`config.mk`:
```
export PLATFORM = sky130hd
export DESIGN_NAME = hazard_scoreboard
export DESIGN_NICKNAME = d
export VERILOG_FILES = /design/src/rtl/pipeline_types.sv /design/src/rtl/hz_scoreboard_regs.sv /design/src/rtl/hazard_scoreboard.sv
export SDC_FILE = /design/constraint.sdc
export NUM_CORES = 1
export LEC_CHECK = 0
export BUFFER_PORTS_ARGS = -buffer_cell sky130_fd_sc_hd__buf_4
export CAP_MARGIN = 20
export CORE_AREA = 2 2 145 119
export CTS_CLUSTER_SIZE = 28
export DETAILED_ROUTE_END_ITERATION = 6
export DIE_AREA = 0 0 147 121
export GPL_TIMING_DRIVEN = 0
export PLACE_DENSITY = 0.47
export SKIP_CTS_REPAIR_TIMING = 1
export SKIP_LAST_GASP = 1
export SYNTH_ARGS = -nofsm -noshare
export SYNTH_HDL_FRONTEND = slang
export SYNTH_SLANG_ARGS = --single-unit
```
`constraint.sdc`:
```
create_clock -name iClk -period 2.85 [get_ports iClk]
set_input_delay 0.57 -clock iClk [delete_from_list [all_inputs] [get_ports iClk]]
set_output_delay 0.57 -clock iClk [all_outputs]
set_load 0.02 [all_outputs]
```
`src/rtl/pipeline_types.sv`:
```
// Types and stage indices shared by the in-order pipeline hazard logic.
package pipeline_types;

  typedef enum logic [1:0] {
    FW_NONE = 2'd0,
    FW_EX   = 2'd1,
    FW_ME   = 2'd2
  } fw_sel_t;

  typedef enum logic [1:0] {
    HZ_RUN   = 2'd0,
    HZ_DRAIN = 2'd1,
    HZ_HALT  = 2'd2
  } hz_state_t;

  localparam int STG_IF = 0;
  localparam int STG_ID = 1;
  localparam int STG_EX = 2;
  localparam int STG_ME = 3;

endpackage

```
`src/rtl/hz_scoreboard_regs.sv`:
```
// Pending-register bitmap and outstanding long-latency op counter.
// A set and a clear of the same register in one cycle leaves the bit set.
module hz_scoreboard_regs #(
  parameter int NUM_REGS = 32,
  parameter int REG_AW   = $clog2(NUM_REGS),
  parameter int MAX_LONG = 4,
  parameter int LCNT_W   = $clog2(MAX_LONG + 1)
) (
  input  logic                clk,
  input  logic                rst_n,
  input  logic                set_en,
  input  logic [REG_AW-1:0]   set_idx,
  input  logic                clr_req,
  input  logic [REG_AW-1:0]   clr_idx,
  output logic [NUM_REGS-1:0] pending,
  output logic [LCNT_W-1:0]   long_cnt
);

  logic                clr_en;
  logic [NUM_REGS-1:0] set_mask;
  logic [NUM_REGS-1:0] clr_mask;

  // A completion for a register that is not pending is ignored entirely.
  assign clr_en = clr_req & pending[clr_idx];

  // NOTE: every always_comb output gets a default first so no latch is inferred.
  always_comb begin
    set_mask = '0;
    clr_mask = '0;
    if (set_en) set_mask[set_idx] = 1'b1;
    if (clr_en) clr_mask[clr_idx] = 1'b1;
  end

  // NOTE: the bitmap is a small flop array, so it is reset like any other state;
  // sequential state uses non-blocking assignments only.
  always_ff @(posedge clk or negedge rst_n) begin
    if (!rst_n) begin
      pending  <= '0;
      long_cnt <= '0;
    end else begin
      pending <= (pending & ~clr_mask) | set_mask;
      case ({set_en, clr_en})
        2'b10:   long_cnt <= long_cnt + LCNT_W'(1);
        2'b01:   long_cnt <= long_cnt - LCNT_W'(1);
        default: long_cnt <= long_cnt;
      endcase
    end
  end

  a_done_pending: assert property (@(posedge clk) disable iff (!rst_n)
    clr_req |-> pending[clr_idx])
    else $error("long-op completion for idle register %0d", clr_idx);

endmodule

```
`src/rtl/hazard_scoreboard.sv`:
```
// Scoreboard-based hazard unit: RAW/WAW/structural stalls, forwarding selects,
// branch flush latching across memory stalls and a debug drain/halt FSM.
module hazard_scoreboard
  import pipeline_types::*;
#(
  parameter int NUM_REGS     = 32,
  parameter int REG_AW       = $clog2(NUM_REGS),
  parameter int NUM_STAGES   = 4,
  parameter int FRONT_STAGES = 2,
  parameter int MAX_LONG     = 4,
  parameter int CNT_W        = 32
) (
  input  logic                           iClk,
  input  logic                           nRst,
  input  logic                           iIssue_valid,
  input  logic [REG_AW-1:0]              iIssue_rs1,
  input  logic [REG_AW-1:0]              iIssue_rs2,
  input  logic [REG_AW-1:0]              iIssue_rd,
  input  logic                           iIssue_long,
  input  logic [REG_AW-1:0]              iEx_rd,
  input  logic                           iEx_wen,
  input  logic [REG_AW-1:0]              iMe_rd,
  input  logic                           iMe_wen,
  input  logic                           iLong_done,
  input  logic [REG_AW-1:0]              iLong_rd,
  input  logic                           iBrTrue,
  input  logic                           iStall_IF,
  input  logic                           iStall_ME,
  input  logic                           iStall_dbg,
  output logic [NUM_STAGES-1:0]          oStall,
  output logic [NUM_STAGES-1:0]          oFlush,
  output fw_sel_t                        oFwS1_sel,
  output fw_sel_t                        oFwS2_sel,
  output logic [NUM_REGS-1:0]            oPending,
  output logic [$clog2(MAX_LONG+1)-1:0]  oLongCnt,
  output logic                           oHalted,
  output logic [CNT_W-1:0]               oStallCycles
);

  localparam int LCNT_W = $clog2(MAX_LONG + 1);

  hz_state_t             state, state_nxt;
  logic                  br_pend;
  logic                  mem_stall, hz_stall, br_flush, accept, set_en;
  logic                  raw1, raw2, waw, strc;
  logic [NUM_STAGES-1:0] stall_v, flush_v;

  function automatic fw_sel_t fw_pick(input logic [REG_AW-1:0] rs,
                                      input logic ex_wen, input logic [REG_AW-1:0] ex_rd,
                                      input logic me_wen, input logic [REG_AW-1:0] me_rd);
    if (rs == '0)                  return FW_NONE;
    if (ex_wen && (rs == ex_rd))   return FW_EX;
    if (me_wen && (rs == me_rd))   return FW_ME;
    return FW_NONE;
  endfunction

  always_comb begin
    oFwS1_sel = FW_NONE;
    oFwS2_sel = FW_NONE;
    if (nRst) begin
      oFwS1_sel = fw_pick(iIssue_rs1, iEx_wen, iEx_rd, iMe_wen, iMe_rd);
      oFwS2_sel = fw_pick(iIssue_rs2, iEx_wen, iEx_rd, iMe_wen, iMe_rd);
    end
  end

  // A pending source is released early when its producer completes this cycle
  // and the value is picked up from the ME forwarding path.
  assign raw1 = (iIssue_rs1 != '0) && oPending[iIssue_rs1] &&
                !((oFwS1_sel == FW_ME) && iLong_done && (iLong_rd == iIssue_rs1));
  assign raw2 = (iIssue_rs2 != '0) && oPending[iIssue_rs2] &&
                !((oFwS2_sel == FW_ME) && iLong_done && (iLong_rd == iIssue_rs2));
  assign waw  = iIssue_long && oPending[iIssue_rd];
  assign strc = iIssue_long && (oLongCnt == LCNT_W'(MAX_LONG)) && !iLong_done;

  assign mem_stall = iStall_IF | iStall_ME;
  assign hz_stall  = raw1 | raw2 | waw | strc;
  assign br_flush  = !mem_stall && (iBrTrue || br_pend);

  always_comb begin
    stall_v = '0;
    flush_v = '0;
    if (hz_stall) begin
      stall_v[STG_ID:STG_IF] = '1;
      flush_v[STG_EX]        = 1'b1;
    end
    if (br_flush) begin
      stall_v[FRONT_STAGES-1:0] = '0;
      flush_v[FRONT_STAGES-1:0] = '1;
    end
    if (state == HZ_DRAIN) stall_v[STG_IF] = 1'b1;
    if (state == HZ_HALT)  stall_v = '1;
    if (mem_stall) begin
      stall_v = '1;
      flush_v = '0;
    end
  end

  assign oStall  = nRst ? stall_v : '0;
  assign oFlush  = nRst ? flush_v : '1;
  assign oHalted = (state == HZ_HALT);

  // Wrong-path (flushed) or held instructions must not claim a destination.
  assign accept = iIssue_valid && !hz_stall && !mem_stall && (state != HZ_HALT) && !br_flush;
  assign set_en = accept && iIssue_long && (iIssue_rd != '0);

  hz_scoreboard_regs #(
    .NUM_REGS (NUM_REGS),
    .REG_AW   (REG_AW),
    .MAX_LONG (MAX_LONG),
    .LCNT_W   (LCNT_W)
  ) u_regs (
    .clk      (iClk),
    .rst_n    (nRst),
    .set_en   (set_en),
    .set_idx  (iIssue_rd),
    .clr_req  (iLong_done),
    .clr_idx  (iLong_rd),
    .pending  (oPending),
    .long_cnt (oLongCnt)
  );

  always_comb begin
    state_nxt = state;
    case (state)
      HZ_RUN:   if (iStall_dbg) state_nxt = HZ_DRAIN;
      HZ_DRAIN: if (!iStall_dbg) state_nxt = HZ_RUN;
                else if ((oLongCnt == '0) && !mem_stall) state_nxt = HZ_HALT;
      HZ_HALT:  if (!iStall_dbg) state_nxt = HZ_RUN;
      default:  state_nxt = HZ_RUN;
    endcase
  end

  always_ff @(posedge iClk or negedge nRst) begin
    if (!nRst) begin
      state        <= HZ_RUN;
      br_pend      <= 1'b0;
      oStallCycles <= '0;
    end else begin
      state   <= state_nxt;
      br_pend <= mem_stall ? (br_pend | iBrTrue) : 1'b0;
      if (oStall[STG_IF] && (oStallCycles != '1))
        oStallCycles <= oStallCycles + CNT_W'(1);
    end
  end

endmodule

```
==> results of run 1 <==
-- layer usage --
layer	global-route usage	up-vias	share of wire	wire length (um)
met4	0.03666	0	0.0046	79
met3	0.04286	9	0.064	1112
li1	-	2066	-	-
met2	0.2758	157	0.44	7566
met5	0	-	0	0
met1	0.2959	2263	0.49	8561
-- power groups by stage --
| stage | registers, uW | logic [uW] | clock network (uW) |
|---|---|---|---|
| floorplan | 1230 | 342 | 0 |
| detailed placement | 1170 | 701 | 0 |
| finish | 1160 | 794 | 1290 |
| CTS | 1150 | 704 | 1320 |
| global placement | 1170 | 696 | 0 |
| global route | 1170 | 859 | 1370 |
-- registers in the layout, indices dropped and copies added, names as in the netlist --
register,cells
u_regs.long_cnt,3
br_pend,1
oStallCycles,32
u_regs.pending,32
state,2
-- final timing paths --
| path | endpoint | slack, ps | cells after the start |
|---|---|---|---|
| setup / recovery | u_regs.long_cnt[2]$_DFFE_PN0P_ | -580 | 16 |
| hold reg to reg | state[0]$_DFFE_PN0P_ | 470 | 1 |
| hold / removal | oStallCycles[12]$_DFFE_PN0P_ | 70 | 1 |
| setup reg to reg | u_regs.long_cnt[2]$_DFFE_PN0P_ | -550 | 13 |
| min in group iClk | state[1]$_DFFE_PN0P_ | 460 | 2 |
| max in group asynchronous | u_regs.pending[5]$_DFF_PN0_ | 2560 | 1 |
-- through the flow --
stage	hold WS, ps	setup WS (ps)	total power, uW	instances	cell area (um^2)
floorplan	274.4	-470.8	1570	482	4907
global placement	455.7	-1588	1867	810	5993
detailed placement	474.2	-1622	1874	810	5993
CTS	415.5	-1273	3177	825	6330
global route	71.09	-658.2	3393	846	6778
finish	73.78	-577.1	3235	846	6778
-- layout by cell type (no fill, tap or decap), types with 6 or more instances in the layout --
cell	count
nand3_1	22
nand2_1	22
clkbuf_16	10
inv_1	12
nand4_1	22
and3_1	10
o21ai_0	32
mux4_2	21
nand2b_1	7
mux2i_1	23
xnor2_1	44
nor2b_1	6
dfrtp_1	66
o21ai_2	12
o21ai_1	13
xor2_1	18
nor2_1	14
buf_4	129
buf_6	7
nor3_1	8
nand3b_1	10
-- kinds of logic (layout without fill, tap and decap cells) --
logic type	Yosys count	after routing
AND/OR/NAND/NOR	153	153
adder cells (fa/ha/maj)	3	3
XOR/XNOR	64	64
AO/OA/AOI/OAI	98	98
buffers and inverters	47	191
multiplexers	47	47
flip-flops	70	70
-- final cells by class --
class	instances	area share
timing repair buffer	129	0.1525
clock inverter	6	0.01643
multi-input combinational	365	0.4469
sequential	70	0.2592
tap	220	0.04061
inverter	13	0.007200
buffer	34	0.04394
clock buffer	9	0.03323
-- critical path, stage by stage --
cell	delay [ps]
buf_8	100
buf_8	110
xor2_2	130
nor4_2	380
nand4_1	170
or3_4	370
a32oi_4	300
nand2_1	110
or4_4	510
buf_8	150
ha_4	160
inv_2	50
fa_2	190
xor2_1	130
nor2_1	60
xor2_1	130
==> flow_summary.toml, run 1 <==
[global_route]
grt_max_degree = 72
grt_pass1_vias = 4350
grt_util_all_layers = 0.1923
grt-ovfl-total = 0
grt_pass1_wl_um = 25970
antenna_found_initial = 0

[floorplan]
fp.dieH_um = 121
initial_core_util = 0.2968
io_pins = 121
die-area_um2 = 17790
dieWidth_um = 147
core-area_um2 = 16290
row_count = 42

[finish]
fillCellCount = 1635
drive_gt1_frac = 0.3882
antennaDiodeCount = 0
post-route-util = 0.4161
syn2layout_area_growth_pct = 40.19
fin_nets = 666
seq_area_um2 = 1757
multi_input_area_um2 = 3029

[setup_path]
cp.arrival_ps = 3640
rr_startpoint = "u_regs.pending[9]$_DFF_PN0_"
crit_fanout = 5
endpoint_kind = "register"
startpoint_type = "primary input"
criticalPathCategory = "primary input to register"
cp.required_ps = 3060
cp-startpoint = "iIssue_rs2[4]"

[synthesis]
synth-simple-area-share = 0.1840
netlist_instances = 482
ys_seq_area_frac = 0.3623
syn_area_per_cell_um2 = 10.03
synth_compound_gate_area_share = 0.1247
ys_ff_latch = 70
synthDistinctLibCells = 58
yosysTopAreaCell = "dfrtp_1"
async_reset_ff_frac = 1.000
yosys.cell_count.top_type = "dfrtp_1"
synth_xor_area_frac = 0.1175
mappedNetlistArea_um2 = 4835
synth_top_area_share = 0.3623
synth_fp_nets = 526
synthAdderAreaFrac = 0.009317
ys.warnings.count = 0
synth_mux_area_frac = 0.1522
synth.area.top_cells = "dfrtp_1 36%, mux4_2 9.8%, xnor2_1 8.0%, mux2i_1 5.0%, xor2_1 3.4%"
synth_common_cells = "70 x dfrtp_1, 44 x xnor2_1, 32 x o21ai_0"
synth_ff_type = "dfrtp_1"
synth_edf_count = 0
synth_top_family_by_area = "simple AND/OR/NAND/NOR gates"

[clock_network]
cts_made_buffers = 9
cts-htree-levels = 3
clkTransAtPathRegs_ps = 60
ctsLongestPathBuffers = 2
clock_latency_ps = 340
cts_tree = "yes"
cts.sinks = 70
root_buffer = "clkbuf_16"

[pwr]
p_clk_frac = 0.397
internal_power_uw = 2278
seqPwrFrac = 0.357
ir_drop_v = 0.0003180
power_per_cell_area_nw_per_um2 = 477.3
p_switching_uw = 957.0
comb_power_share = 0.246
p_sw_frac = 0.2958
p_leak_uw = 0.002919

[route]
drt-vias-per-instance = 5.313
ant_nets = 0
totalWireLength_um = 17320
vias = 4495
drc = 0
routedWlPerCell_um = 20.47
firstDrtPassIters = 5
drtIter0Drc = 375

[outcome]
status = "finished with violations"
violations = "setup timing"

[timing]
fin_setup_tns_ps = -12580
final-max-slew-violation-count = 0
fin_skew_ps = 9.635
setup_viol = 49
worst_pin_slew_ps = 626.7
period_share = 1.203
rsz0062_at_grt = "yes"
min_period_ps = 3427
slew_headroom = 0.5822
max_freq_ghz = 0.2918
hold_violations = 0
worst_slack_ps = -577.1

[placed_design]
dp_hpwl_um = 12610
gp_congestion = 0.8547
port_buffers = 108

[run]
drv_cap = 0

[worst_hold_path]
hold_path.class = "primary input to async pin"
(Power assumes the default switching activity.)
==> run 2, diff against run 1 <==
--- a/config.mk
+++ b/config.mk
@@ -5,14 +5,15 @@
 export SDC_FILE = /design/constraint.sdc
 export NUM_CORES = 1
 export LEC_CHECK = 0
+export ABC_AREA = 1
 export BUFFER_PORTS_ARGS = -buffer_cell sky130_fd_sc_hd__buf_4
 export CAP_MARGIN = 20
-export CORE_AREA = 2 2 145 119
+export CORE_AREA = 2 2 163 133
 export CTS_CLUSTER_SIZE = 28
 export DETAILED_ROUTE_END_ITERATION = 6
-export DIE_AREA = 0 0 147 121
+export DIE_AREA = 0 0 165 135
 export GPL_TIMING_DRIVEN = 0
-export PLACE_DENSITY = 0.47
+export PLACE_DENSITY = 0.46
 export SKIP_CTS_REPAIR_TIMING = 1
 export SKIP_LAST_GASP = 1
 export SYNTH_ARGS = -nofsm -noshare
==> run 2 against run 1 <==
  * The run now ends clean
  * Global-route usage rose by 3.2 points
  * Worst setup slack better by 690 ps
  * Register-to-register slack gained 740 ps
  * Largest cell class unchanged
==> flow_summary.toml, run 2 <==
[global_route]
grt-ovfl-total = 0
antenna_found_initial = 0
grt_util_all_layers = 0.2239
grt_pass1_wl_um = 37700
grt_max_degree = 78
grt_pass1_vias = 6231

[route]
drt-vias-per-instance = 5.034
drc = 0
drtIter0Drc = 905
routedWlPerCell_um = 17.90
ant_nets = 0
totalWireLength_um = 25820
vias = 7264
firstDrtPassIters = 5

[placed_design]
gp_congestion = 0.9045
place_area_um2 = 7296
dp_hpwl_um = 18780
pre_cts_slack_ps = -1304
place_inst = 1384
port_buffers = 115

[synthesis]
yosysTopAreaCell = "dfrtp_1"
synth_top_area_share = 0.2874
ys_ff_latch = 70
synth.area.top_cells = "dfrtp_1 29%, nand2_1 22%, nand3_1 13%, nor2_1 6.4%, inv_1 6.2%"
mappedNetlistArea_um2 = 6096
synth_ff_type = "dfrtp_1"
synth_edf_count = 0
ys_seq_area_frac = 0.2874
synth_common_cells = "353 x nand2_1, 163 x nand3_1, 104 x nor2_1"
syn_area_per_cell_um2 = 6.096
netlist_instances = 1000
synthDistinctLibCells = 36
ys.warnings.count = 0
async_reset_ff_frac = 1.000
yosys.cell_count.top_type = "nand2_1"
synth_fp_nets = 1044

[floorplan]
row_count = 47
io_pins = 121
core-area_um2 = 20520
die-area_um2 = 22280
dieWidth_um = 165
fp.dieH_um = 135
initial_core_util = 0.2970

[setup_path]
critPathCapture = "oStall[0]"
cp.depth = 16
crit_buf_inv = 5
rr_endpoint = "oStallCycles[11]$_DFFE_PN0P_"
cp-startpoint = "iIssue_rs1[3]"
slowest_stage = "clkinvlp_4"
r2r_cells = 9
cp_common_cell = "nand2_1"
cpPeakStageDelay_ps = 160
cp.arrival_ps = 2170
rr_startpoint = "oStallCycles[1]$_DFFE_PN0P_"
rrSetupSlack_ps = 190
crit_fanout = 7
endpoint_kind = "primary output"
criticalPathCategory = "primary input to primary output"
cp.required_ps = 2280
cp_cell_sequence = "buf_4 -> clkinvlp_4 -> nand2_1 -> nand2_1 -> nor2_2 -> nand2_1 -> nor2_2 -> nand3_1 -> nand2_1 -> inv_1 -> nand2_4 -> nand3_4 -> nand2_4 -> nand3_4 -> buf_6 -> buf_4"
startpoint_type = "primary input"
crit_family = "simple AND/OR/NAND/NOR gates"

[clock_network]
clock_latency_ps = 350
root_buffer = "clkbuf_16"
cts_tree = "yes"
cts-htree-levels = 3
clkTransAtPathRegs_ps = 70
cts.sinks = 70
cts_made_buffers = 9
ctsLongestPathBuffers = 2

[outcome]
status = "completed"

[finish]
design_area_um2 = 8322
antennaDiodeCount = 0
fin_nets = 1213
post-route-util = 0.4055
drive_gt1_frac = 0.2504
fin_cells = 1443
syn2layout_area_growth_pct = 36.51
mostFrequentLayoutCells = "345 x nand2_1, 162 x nand3_1, 159 x buf_4, 98 x nor2_1, 74 x inv_1"
reg_top3 = "oStallCycles: 32 flops, u_regs.pending: 32 flops, u_regs.long_cnt: 3 flops"
final_common_cell = "nand2_1"
fillCellCount = 2234

[pwr]
ir_drop_v = 0.0002257
power_per_cell_area_nw_per_um2 = 428.0
p_leak_uw = 0.004261

[worst_hold_path]
hold_path.class = "primary input to async pin"

[timing]
max_freq_ghz = 0.3652
rsz0062_at_grt = "yes"
worst_pin_slew_ps = 647.2
period_share = 0.9608
min_period_ps = 2738
hold_slack_ps = 195.8
hold_violations = 0
fin_skew_ps = 9.522
slew_headroom = 0.5645
worst_slack_ps = 111.8
setup_viol = 0
final-max-slew-violation-count = 0

[run]
drv_cap = 0
==> run 2: changes by cell type after synthesis, sizes merged, moves of 17 or more <==
cell	previous run	this run
nand2	24	358
nand3	22	165
inv	13	107
nor2	14	106
xnor2	44	11
o21ai	57	26
mux2i	24	0
mux4	21	0
nor3	8	26
buf	20	37
==> run 2: cells by family (layout without fill, tap and decap cells) <==
family | count (synthesis) | after routing | synth area share
fa+ha+maj | 3 | 3 | 0.007389
buf+inv | 149 | 323 | 0.1117
flops | 70 | 70 | 0.2874
simple gates | 684 | 684 | 0.4871
compound gates | 55 | 55 | 0.05049
xor+xnor | 39 | 39 | 0.05603
==> run 2: area by class of cell <==
class,count,area (um^2),share of cell area
multi-input cells,781,3806,0.4574
flip-flops and latches,70,1764,0.2120
repair buffers,158,1309,0.1573
inverters,107,442.9,0.05323
plain buffers,42,341.6,0.04105
well taps,269,336.6,0.04045
clock buffers,9,225.2,0.02706
clock inverters,7,96.34,0.01158
==> run 2: per-stage QoR <==
stage,setup TNS (ps),total power (uW)
after global placement,-36670,2166
final,0,3562
after detailed placement,-36180,2166
after global routing,-35.20,3751
after CTS,-12160,3473
after floorplan,0,1748
==> run 2: per-layer routing <==
metal / wire length (um) / part of all wire / GRT usage / vias to the layer above
li1: - / - / - / 3546
met1: 12970 / 0.50 / 0.3632 / 3363
met2: 10150 / 0.39 / 0.2986 / 330
met3: 2385 / 0.092 / 0.04484 / 25
met4: 319 / 0.012 / 0.04203 / 0
met5: 0 / 0 / 0 / -
==> run 2: worst register-to-register path: stages, from the launching register on <==
cell and delay (ps):
dfrtp_1 450, ha_1 320, nand4_2 220, nor3_1 310
nand4_1 140, nor4_1 310, nand4_2 320, buf_2 310
nand3_1 110, nand2_1 50
==> run 2: how the worst min path moves through the flow <==
stage	startpoint	end	slack [ps]
3_3_place_gp	br_pend$_DFF_PN0_	br_pend$_DFF_PN0_	490
3_5_place_dp	br_pend$_DFF_PN0_	br_pend$_DFF_PN0_	480
5_1_grt	nRst	u_regs.pending[20]$_DFF_PN0_	200
2_1_floorplan	nRst	br_pend$_DFF_PN0_	270
4_1_cts	nRst	u_regs.pending[20]$_DFF_PN0_	430
6_report	nRst	u_regs.pending[16]$_DFF_PN0_	200
==> run 2: power by group <==
| group | internal, uW | total, uW | switching [uW] |
|---|---|---|---|
| combinational | 420 | 1100 | 679 |
| clock | 771 | 1280 | 510 |
| sequential | 1070 | 1180 | 111 |
